### config.mk
export PLATFORM = sky130hd
export DESIGN_NAME = set_compare_seq
export DESIGN_NICKNAME = d
export VERILOG_FILES = /design/src/rtl/set_pkg.sv /design/src/rtl/bit_cmp_cell.sv /design/src/rtl/set_compare_seq.sv
export SDC_FILE = /design/constraint.sdc
export NUM_CORES = 1
export LEC_CHECK = 0
export BUFFER_PORTS_ARGS = -buffer_cell sky130_fd_sc_hd__buf_2
export CELL_PAD_IN_SITES_DETAIL_PLACEMENT = 2
export CELL_PAD_IN_SITES_GLOBAL_PLACEMENT = 2
export CORE_ASPECT_RATIO = 0.6
export CORE_UTILIZATION = 27
export DETAILED_ROUTE_END_ITERATION = 10
export GPL_TIMING_DRIVEN = 0
export PLACE_DENSITY_LB_ADDON = 0.1
export SYNTH_ARGS = -nofsm -noshare
export SYNTH_HDL_FRONTEND = slang
export SYNTH_HIERARCHICAL = 1
export SYNTH_SLANG_ARGS = --single-unit
### constraint.sdc
create_clock -name clk -period 3 [get_ports clk]
set_input_delay 0.3 -clock clk [delete_from_list [all_inputs] [get_ports clk]]
set_output_delay 0.3 -clock clk [all_outputs]
set_load 0.02 [all_outputs]
### src/rtl/set_pkg.sv
// Shared definitions for the sequential signed set-on-condition unit:
// condition encodings, FSM states and the (op, eq, gt) condition decode.
package set_pkg;

  localparam int unsigned N_DEF = 32;
  localparam int unsigned IDX_W = $clog2(N_DEF);
  localparam int unsigned OP_W  = 3;

  localparam logic [OP_W-1:0] OP_SEQ = 3'd0;
  localparam logic [OP_W-1:0] OP_SNE = 3'd1;
  localparam logic [OP_W-1:0] OP_SLT = 3'd2;
  localparam logic [OP_W-1:0] OP_SGT = 3'd3;
  localparam logic [OP_W-1:0] OP_SLE = 3'd4;
  localparam logic [OP_W-1:0] OP_SGE = 3'd5;

  typedef enum logic [1:0] {
    IDLE = 2'd0,
    SCAN = 2'd1,
    DONE = 2'd2
  } state_t;

  // Reserved encodings evaluate to 0.
  function automatic logic cond_eval(input logic [OP_W-1:0] op,
                                     input logic eq,
                                     input logic gt);
    logic c;
    c = 1'b0;
    case (op)
      OP_SEQ:  c = eq;
      OP_SNE:  c = ~eq;
      OP_SLT:  c = ~eq & ~gt;
      OP_SGT:  c = gt;
      OP_SLE:  c = ~gt;
      OP_SGE:  c = gt | eq;
      default: c = 1'b0;
    endcase
    return c;
  endfunction

endpackage

### src/rtl/bit_cmp_cell.sv
// Single-bit comparator cell: flags a mismatch and whether a's bit is the larger.
module bit_cmp_cell (
  input  logic a,
  input  logic b,
  output logic differ,
  output logic a_gt
);

  assign differ = a ^ b;
  assign a_gt   = a & ~b;

endmodule

### src/rtl/set_compare_seq.sv
// Multi-cycle signed set-on-condition: MSB-first bit scan that stops at the
// first differing bit, returns {N-1 zeros, cond} over a valid/ready handshake.
module set_compare_seq
  import set_pkg::*;
#(
  parameter int unsigned N = N_DEF
) (
  input  logic            clk,
  input  logic            rst,
  input  logic            in_valid,
  output logic            in_ready,
  input  logic [N-1:0]    a,
  input  logic [N-1:0]    b,
  input  logic [OP_W-1:0] op,
  output logic            out_valid,
  input  logic            out_ready,
  output logic [N-1:0]    res,
  output logic            busy
);

  localparam int unsigned IW = $clog2(N);
  localparam logic [IW-1:0] IDX_TOP = IW'(N - 1);

  state_t          state, state_nxt;
  logic [N-1:0]    a_q, b_q, res_q, res_nxt;
  logic [OP_W-1:0] op_q;
  logic [IW-1:0]   idx, idx_nxt;
  logic            capture;
  logic            decided, eq, gt;
  logic            bit_a, bit_b, differ, a_gt;

  assign bit_a = a_q[idx];
  assign bit_b = b_q[idx];

  bit_cmp_cell u_cell (
    .a      (bit_a),
    .b      (bit_b),
    .differ (differ),
    .a_gt   (a_gt)
  );

  // Next-state, scan step and result decode.
  always_comb begin
    state_nxt = state;
    idx_nxt   = idx;
    res_nxt   = res_q;
    capture   = 1'b0;
    decided   = 1'b0;
    eq        = 1'b0;
    gt        = 1'b0;
    case (state)
      IDLE: begin
        if (in_valid) begin
          capture   = 1'b1;
          idx_nxt   = IDX_TOP;
          state_nxt = SCAN;
        end
      end
      SCAN: begin
        if (differ) begin
          decided = 1'b1;
          // At the sign bit the operand with the 0 bit is the larger one.
          gt      = (idx == IDX_TOP) ? bit_b : a_gt;
        end else if (idx == '0) begin
          decided = 1'b1;
          eq      = 1'b1;
        end else begin
          idx_nxt = idx - IW'(1);
        end
        if (decided) begin
          res_nxt   = {{(N-1){1'b0}}, cond_eval(op_q, eq, gt)};
          state_nxt = DONE;
        end
      end
      DONE: begin
        if (out_ready) begin
          res_nxt   = '0;
          state_nxt = IDLE;
        end
      end
      default: state_nxt = IDLE;
    endcase
  end

  always_ff @(posedge clk) begin
    if (rst) state <= IDLE;
    else     state <= state_nxt;
  end

  always_ff @(posedge clk) begin
    if (rst) begin
      a_q   <= '0;
      b_q   <= '0;
      op_q  <= '0;
      idx   <= IDX_TOP;
      res_q <= '0;
    end else begin
      idx   <= idx_nxt;
      res_q <= res_nxt;
      if (capture) begin
        a_q  <= a;
        b_q  <= b;
        op_q <= op;
      end
    end
  end

  assign in_ready  = (state == IDLE);
  assign out_valid = (state == DONE);
  assign busy      = (state != IDLE);
  assign res       = res_q;

endmodule
==> results of run 1 <==
critical path: cells and delay by family (launching register included):
| kind | cells | cell delay, ns |
|---|---|---|
| adders and majority gates | 1 | 0.29 |
| and+or+nand+nor | 1 | 0.21 |
| buffers and inverters | 3 | 0.30 |
| AOI/OAI and AO/OA | 2 | 0.45 |
| DFF | 1 | 0.38 |
| muxes | 4 | 1.46 |
layer usage:
| metal | global-route usage, % | part of all wire (%) | vias to the layer above | routed length [µm] |
|---|---|---|---|---|
| li1 | - | - | 1687 | - |
| met1 | 26.0 | 50 | 1663 | 6330 |
| met2 | 29.8 | 45 | 75 | 5700 |
| met3 | 4.68 | 4.7 | 12 | 604 |
| met4 | 5.13 | 1.1 | 0 | 136 |
| met5 | 0 | 0 | - | 0 |
area by class of cell:
| class | instances | area share (%) |
|---|---|---|
| Buffer | 64 | 8.43 |
| Clock buffer | 11 | 4.96 |
| Clock inverter | 5 | 1.25 |
| Inverter | 6 | 0.613 |
| Multi-Input combinational cell | 331 | 40.5 |
| Sequential cell | 75 | 30.8 |
| Tap cell | 170 | 4.34 |
| Timing Repair Buffer | 80 | 9.14 |
kinds of logic after synthesis:
group                    share of synthesized area, %
flip-flops                                       40.5
adder cells (fa/ha/maj)                          1.35
buffers and inverters                            11.0
XOR/XNOR                                        0.944
multiplexers                                     12.0
AND/OR/NAND/NOR                                  20.5
other                                           0.101
AO/OA/AOI/OAI                                    13.6
synthesized netlist by cell type, types with 3 or more instances:
library cell and count:
mux2i_1 4, xnor2_1 4, nor2_1 9, o21bai_1 3
mux4_2 13, dfxtp_1 75, nor3_1 5, nor2b_1 4
o21ai_0 5, buf_2 6, mux4_1 3, mux2_2 3
inv_1 6, a311oi_1 3, ha_1 4, buf_4 31
a21oi_1 69, clkbuf_1 24, nand2b_1 6, nand2_1 140
power groups by stage:
stage          Sequential, mW  Combinational (mW)  Clock, mW
6_report                 1.11               0.507       1.13
5_1_grt                  1.12               0.562       1.20
4_1_cts                  1.11               0.502       1.15
3_5_place_dp             1.13               0.470          0
3_3_place_gp             1.13               0.456          0
2_1_floorplan            1.11               0.325          0
sequential cells by signal, summed over array words and instances (netlist names):
name and count:
b_q 32, idx 5, op_q 3, state 2, a_q 32, res 1
stage by stage:
| stage | total power, mW | worst slack [ns] | utilization, % |
|---|---|---|---|
| floorplan | 1.44 | -0.000388 | - |
| global placement | 1.58 | -0.457 | 33.8 |
| detailed placement | 1.60 | -0.512 | 33.8 |
| CTS | 2.76 | -0.167 | 37.0 |
| global route | 2.88 | -0.305 | 37.3 |
| finish | 2.75 | -0.168 | 37.3 |
repair_timing:
| item | 4_1_cts | 5_1_grt |
|---|---|---|
| setup buffers | 5 | 0 |
| endpoints found under the setup margin | 7 | 7 |
| gates resized for setup | 15 | 7 |
| gates cloned | 1 | 0 |
| pin swaps | 4 | 2 |
final timing paths:
| check | slack, ns | start | to | depth (start not counted) |
|---|---|---|---|---|
| setup / recovery | -0.17 | idx[0] | res[0] | 11 |
| hold / removal | 0.19 | a[11] | a_q[11] | 3 |
| setup reg to reg | -0.17 | idx[0] | res[0] | 11 |
| hold reg to reg | 0.46 | b_q[15] | b_q[15] | 2 |
==> flow_metrics.env, run 1 <==
export IMPL_cell_internal_pwr_mw=1.95
export IMPL_area_growth_pct=32.0
export IMPL_regArea_um2=1510
export IMPL_first_pass_iters=4
export IMPL_fp_dieW_um=153
export IMPL_fp_row_count=32
export IMPL_grt_pass1_vias=3662
export IMPL_hp_class="in -> reg"
export IMPL_p_sw_uw=803
export IMPL_diodes=0
export IMPL_critical_path_max_stage_delay_ns=0.52
export IMPL_final_nets=642
export IMPL_grt_pass1_wl_mm=20.2
export IMPL_post_synth_top_area_fraction_pct=40.5
export IMPL_p_comb_share_pct=18.4
export IMPL_placed_cells=721
export IMPL_setup_tns_ns=-0.409
export IMPL_synth_top_cell_by_area="dfxtp_1"
export IMPL_cts_tree="yes"
export IMPL_wl_per_cell_um=17.2
export IMPL_pwr_share_seq_pct=40.4
export IMPL_period_minus_slack_ns=3.17
export IMPL_outcome="finished, violations left"
export IMPL_port_buffers=74
export IMPL_grt_overflow=0
export IMPL_grt_use_total_pct=19.0
export IMPL_syn_inst=447
export IMPL_clockBufferDepth=2
export IMPL_ys_seq_area_share_pct=40.5
export IMPL_clock_sinks=75
export IMPL_design_area_um2=4900
export IMPL_dr_total_vias=3437
export IMPL_power_density_nw_per_um2=562
export IMPL_nFillCells=1537
export IMPL_finClkSkew_ns=0.00775
export IMPL_avgSynthCellArea_um2=8.30
export IMPL_viasPerCell=4.63
export IMPL_initial_core_util_pct=28.2
export IMPL_multi_input_area_um2=1980
export IMPL_synth_flop_cell="dfxtp_1"
export IMPL_async_flop_share_pct=0
export IMPL_path_clk_slew_ns=0.06
export IMPL_drive_gt1_share_pct=29.4
export IMPL_slowest_stage="mux4_2"
export IMPL_fp_coreArea_um2=13100
export IMPL_antenna_found_initial=0
export IMPL_setup_violations=6
export IMPL_worstSetupPathType="reg -> reg"
export IMPL_violations="setup timing"
export IMPL_drv_slew=0
export IMPL_power_leakage_nw=2.09
export IMPL_hold_buffers=0
export IMPL_cap_violations=0
export IMPL_synth_edff_count=0
export IMPL_worstPathMaxFanout=8
export IMPL_sw_frac_of_total_pct=29.2
export IMPL_io_pins=106
export IMPL_htree_levels=3
export IMPL_final_cells=742
export IMPL_finalHoldViolations=0
export IMPL_syn_area_um2=3710
export IMPL_routed_wl_mm=12.8
export IMPL_rsz0062_at_grt="true"
export IMPL_ir_drop_mv=0.240
export IMPL_worst_pin_slew_ns=0.667
export IMPL_critPathArrivalTime_ns=3.44
export IMPL_placed_area_um2=4440
export IMPL_max_slew_margin_pct=55.5
export IMPL_ant_nets=0
export IMPL_die_h_um=92.8
export IMPL_timing_critical_path_required_ns=3.27
export IMPL_drc_errors=0
export IMPL_holdWs_ns=0.191
export IMPL_fmax_mhz=316
export IMPL_gp_congestion=0.795
export IMPL_synth_cell_types=45
export IMPL_end_kind="register"
export IMPL_cts_root_buf="clkbuf_16"
export IMPL_yosys_top_cells_area="dfxtp_1, nand2_1, a21oi_1, mux4_2, buf_4"
export IMPL_insertion_delay_ns=0.35
export IMPL_layout_common_cells="nand2_1, buf_2, dfxtp_1, a21oi_1, buf_4"
export IMPL_dieArea_um2=14200
export IMPL_synth_seq_cells=75
export IMPL_grt_max_degree=14
export IMPL_place_hpwl_mm=9.49
export IMPL_numCtsBuffers=9
export IMPL_path_cells="buf_12 -> buf_12 -> mux4_2 -> mux4_2 -> mux2_4 -> ha_4 -> inv_6 -> o31a_1 -> nor4_4 -> a311oi_2 -> mux2i_1"
export IMPL_yosysWarnings=6
export IMPL_layout_commonest_cell="nand2_1"
export IMPL_clkPwrFrac_pct=41.2
export IMPL_layout_setup_ws_ns=-0.168
export IMPL_start_kind="register"
export IMPL_dr_first_iter_drc_count=90
export IMPL_min_period_over_period_pct=106
No activity file was read; power rests on OpenSTA's default activity.
==> run 2, diff against run 1 <==
CORE_MARGIN = 3   (was default)
==> run 2 against run 1 <==
  * The run still ends with setup timing left
  * First-iteration DRC count rose by 34%
  * Clock skew down 0.0024 ns
  * Core utilization about the same
  * Critical path depth is the same
  * Die area up 7.0%
  * Flip-flop and latch count is the same
  * Worst hold slack improved by 0.0062 ns
  * Largest power group is now registers
==> flow_metrics.env, run 2 (synthesis gave the netlist of run 1 again) <==
export IMPL_clockBufferDepth=2
export IMPL_antenna_found_initial=0
export IMPL_hp_class="in -> reg"
export IMPL_insertion_delay_ns=0.34
export IMPL_cap_violations=0
export IMPL_power_leakage_nw=2.10
export IMPL_end_kind="register"
export IMPL_ir_drop_mv=0.276
export IMPL_numCtsBuffers=9
export IMPL_grt_overflow=0
export IMPL_finalHoldViolations=0
export IMPL_fmax_mhz=317
export IMPL_dr_first_iter_drc_count=121
export IMPL_r2r_end="res[0]"
export IMPL_drv_slew=0
export IMPL_final_nets=645
export IMPL_gp_congestion=0.732
export IMPL_hold_start="b[27]"
export IMPL_outcome="finished, violations left"
export IMPL_layout_common_cells="nand2_1, buf_2, dfxtp_1, a21oi_1, buf_4"
export IMPL_holdPathEnd="b_q[27]"
export IMPL_path_cells="buf_12 -> buf_4 -> mux4_2 -> mux4_2 -> mux2_4 -> ha_4 -> inv_6 -> o31a_1 -> nor4_4 -> a311oi_2 -> mux2i_1"
export IMPL_first_pass_iters=4
export IMPL_period_minus_slack_ns=3.15
export IMPL_fp_coreArea_um2=13100
export IMPL_drive_gt1_share_pct=29.7
export IMPL_wl_per_cell_um=17.2
export IMPL_layout_commonest_cell="nand2_1"
export IMPL_dr_total_vias=3468
export IMPL_worstPathMaxFanout=8
export IMPL_design_area_um2=4900
export IMPL_path_clk_slew_ns=0.06
export IMPL_top_regs="a_q (32), b_q (32), idx (5)"
export IMPL_max_slew_margin_pct=55.7
export IMPL_hold_path_depth=3
export IMPL_drc_errors=0
export IMPL_die_h_um=96.8
export IMPL_layout_setup_ws_ns=-0.150
export IMPL_area_growth_pct=32.2
export IMPL_power_density_nw_per_um2=551
export IMPL_rrSetupSlack_ns=-0.15
export IMPL_critical_path_max_stage_delay_ns=0.51
export IMPL_crit_family="multiplexers"
export IMPL_min_period_over_period_pct=105
export IMPL_r2r_start="idx[0]"
export IMPL_fp_row_count=32
export IMPL_viasPerCell=4.66
export IMPL_fp_dieW_um=157
export IMPL_path_common_cell="mux4_2"
export IMPL_grt_max_degree=14
export IMPL_r2r_cells=11
export IMPL_worstSetupPathType="reg -> reg"
export IMPL_rsz0062_at_grt="true"
export IMPL_setup_tns_ns=-0.292
export IMPL_place_hpwl_mm=9.67
export IMPL_grt_pass1_vias=3803
export IMPL_cts_root_buf="clkbuf_16"
export IMPL_critPathArrivalTime_ns=3.42
export IMPL_finClkSkew_ns=0.00532
export IMPL_ant_nets=0
export IMPL_slowest_stage="mux4_2"
export IMPL_port_buffers=74
export IMPL_grt_pass1_wl_mm=20.5
export IMPL_initial_core_util_pct=28.2
export IMPL_clock_sinks=75
export IMPL_violations="setup timing"
export IMPL_crit_buf_inv=3
export IMPL_worst_pin_slew_ns=0.664
export IMPL_htree_levels=3
export IMPL_timing_critical_path_required_ns=3.27
export IMPL_setup_violations=5
export IMPL_placed_area_um2=4440
export IMPL_diodes=0
export IMPL_cts_tree="yes"
export IMPL_io_pins=106
export IMPL_dieArea_um2=15200
export IMPL_routed_wl_mm=12.8
export IMPL_start_kind="register"
export IMPL_grt_use_total_pct=17.2
-- run 2: changes by cell type in the layout (fill, tap and decap cells not counted), sizes merged --
| cell | previous run | this run |
|---|---|---|
| buf | 121 | 124 |
| clkinv | 0 | 3 |
| clkinvlp | 3 | 1 |
| clkbuf | 34 | 33 |
-- run 2: worst max-delay path by stage --
| stage | start | endpoint | slack, ns | cells after the start |
|---|---|---|---|---|
| floorplan | idx[0] | res[0] | -0.0004 | 12 |
| CTS | idx[0] | res[0] | -0.15 | 12 |
| finish | idx[0] | res[0] | -0.15 | 11 |
| global placement | idx[1] | res[0] | -0.47 | 12 |
| detailed placement | idx[1] | res[0] | -0.50 | 12 |
| global route | idx[0] | res[0] | -0.33 | 11 |
-- run 2: final cells by class --
| type | count | area (µm²) |
|---|---|---|
| inverter | 6 | 32.5 |
| tap | 170 | 213 |
| fill | 1516 | 8230 |
| clock buffer | 10 | 229 |
| sequential | 75 | 1510 |
| multi-input combinational | 331 | 1990 |
| timing repair buffer | 83 | 450 |
| clock inverter | 6 | 65.1 |
| buffer | 64 | 413 |
-- run 2: routing by layer --
layer / wire length, µm / GRT usage, % / vias up
met5: 0 / 0 / -
met4: 49 / 3.13 / 0
met3: 493 / 4.02 / 6
met2: 5880 / 26.7 / 68
met1: 6400 / 24.7 / 1696
li1: - / - / 1698
-- run 2: power breakdown --
part           switching (mW)  internal [mW]
Combinational           0.298          0.213
Sequential             0.0425           1.07
Clock                   0.438          0.646
Total                   0.779           1.93
-- run 2: repair_timing --
item                                   CTS  global route
buffers inserted                         8             1
cloned                                   0             0
endpoints found under the hold margin    0             0
pin swaps                                9             6
hold buffers                             0             0
setup endpoints to repair                8             6
resized for setup                       18             3
-- run 2: per-stage QoR --
stage	total power [mW]	hold WS (ns)	setup slack [ns]	std cells	util [%]
after floorplan	1.44	0.432	-0.000388	477	-
after global placement	1.58	0.438	-0.465	721	33.8
after detailed placement	1.60	0.450	-0.501	721	33.8
after CTS	2.73	0.189	-0.154	744	37.1
after global routing	2.85	0.196	-0.329	745	37.3
final	2.70	0.197	-0.150	745	37.3
-- run 2: worst min-delay path: cells and delay by family --
| kind | cells | cell delay [ns] |
|---|---|---|
| AOI/OAI and AO/OA | 1 | 0.05 |
| and+or+nand+nor | 1 | 0.04 |
| buffers and inverters | 1 | 0.09 |
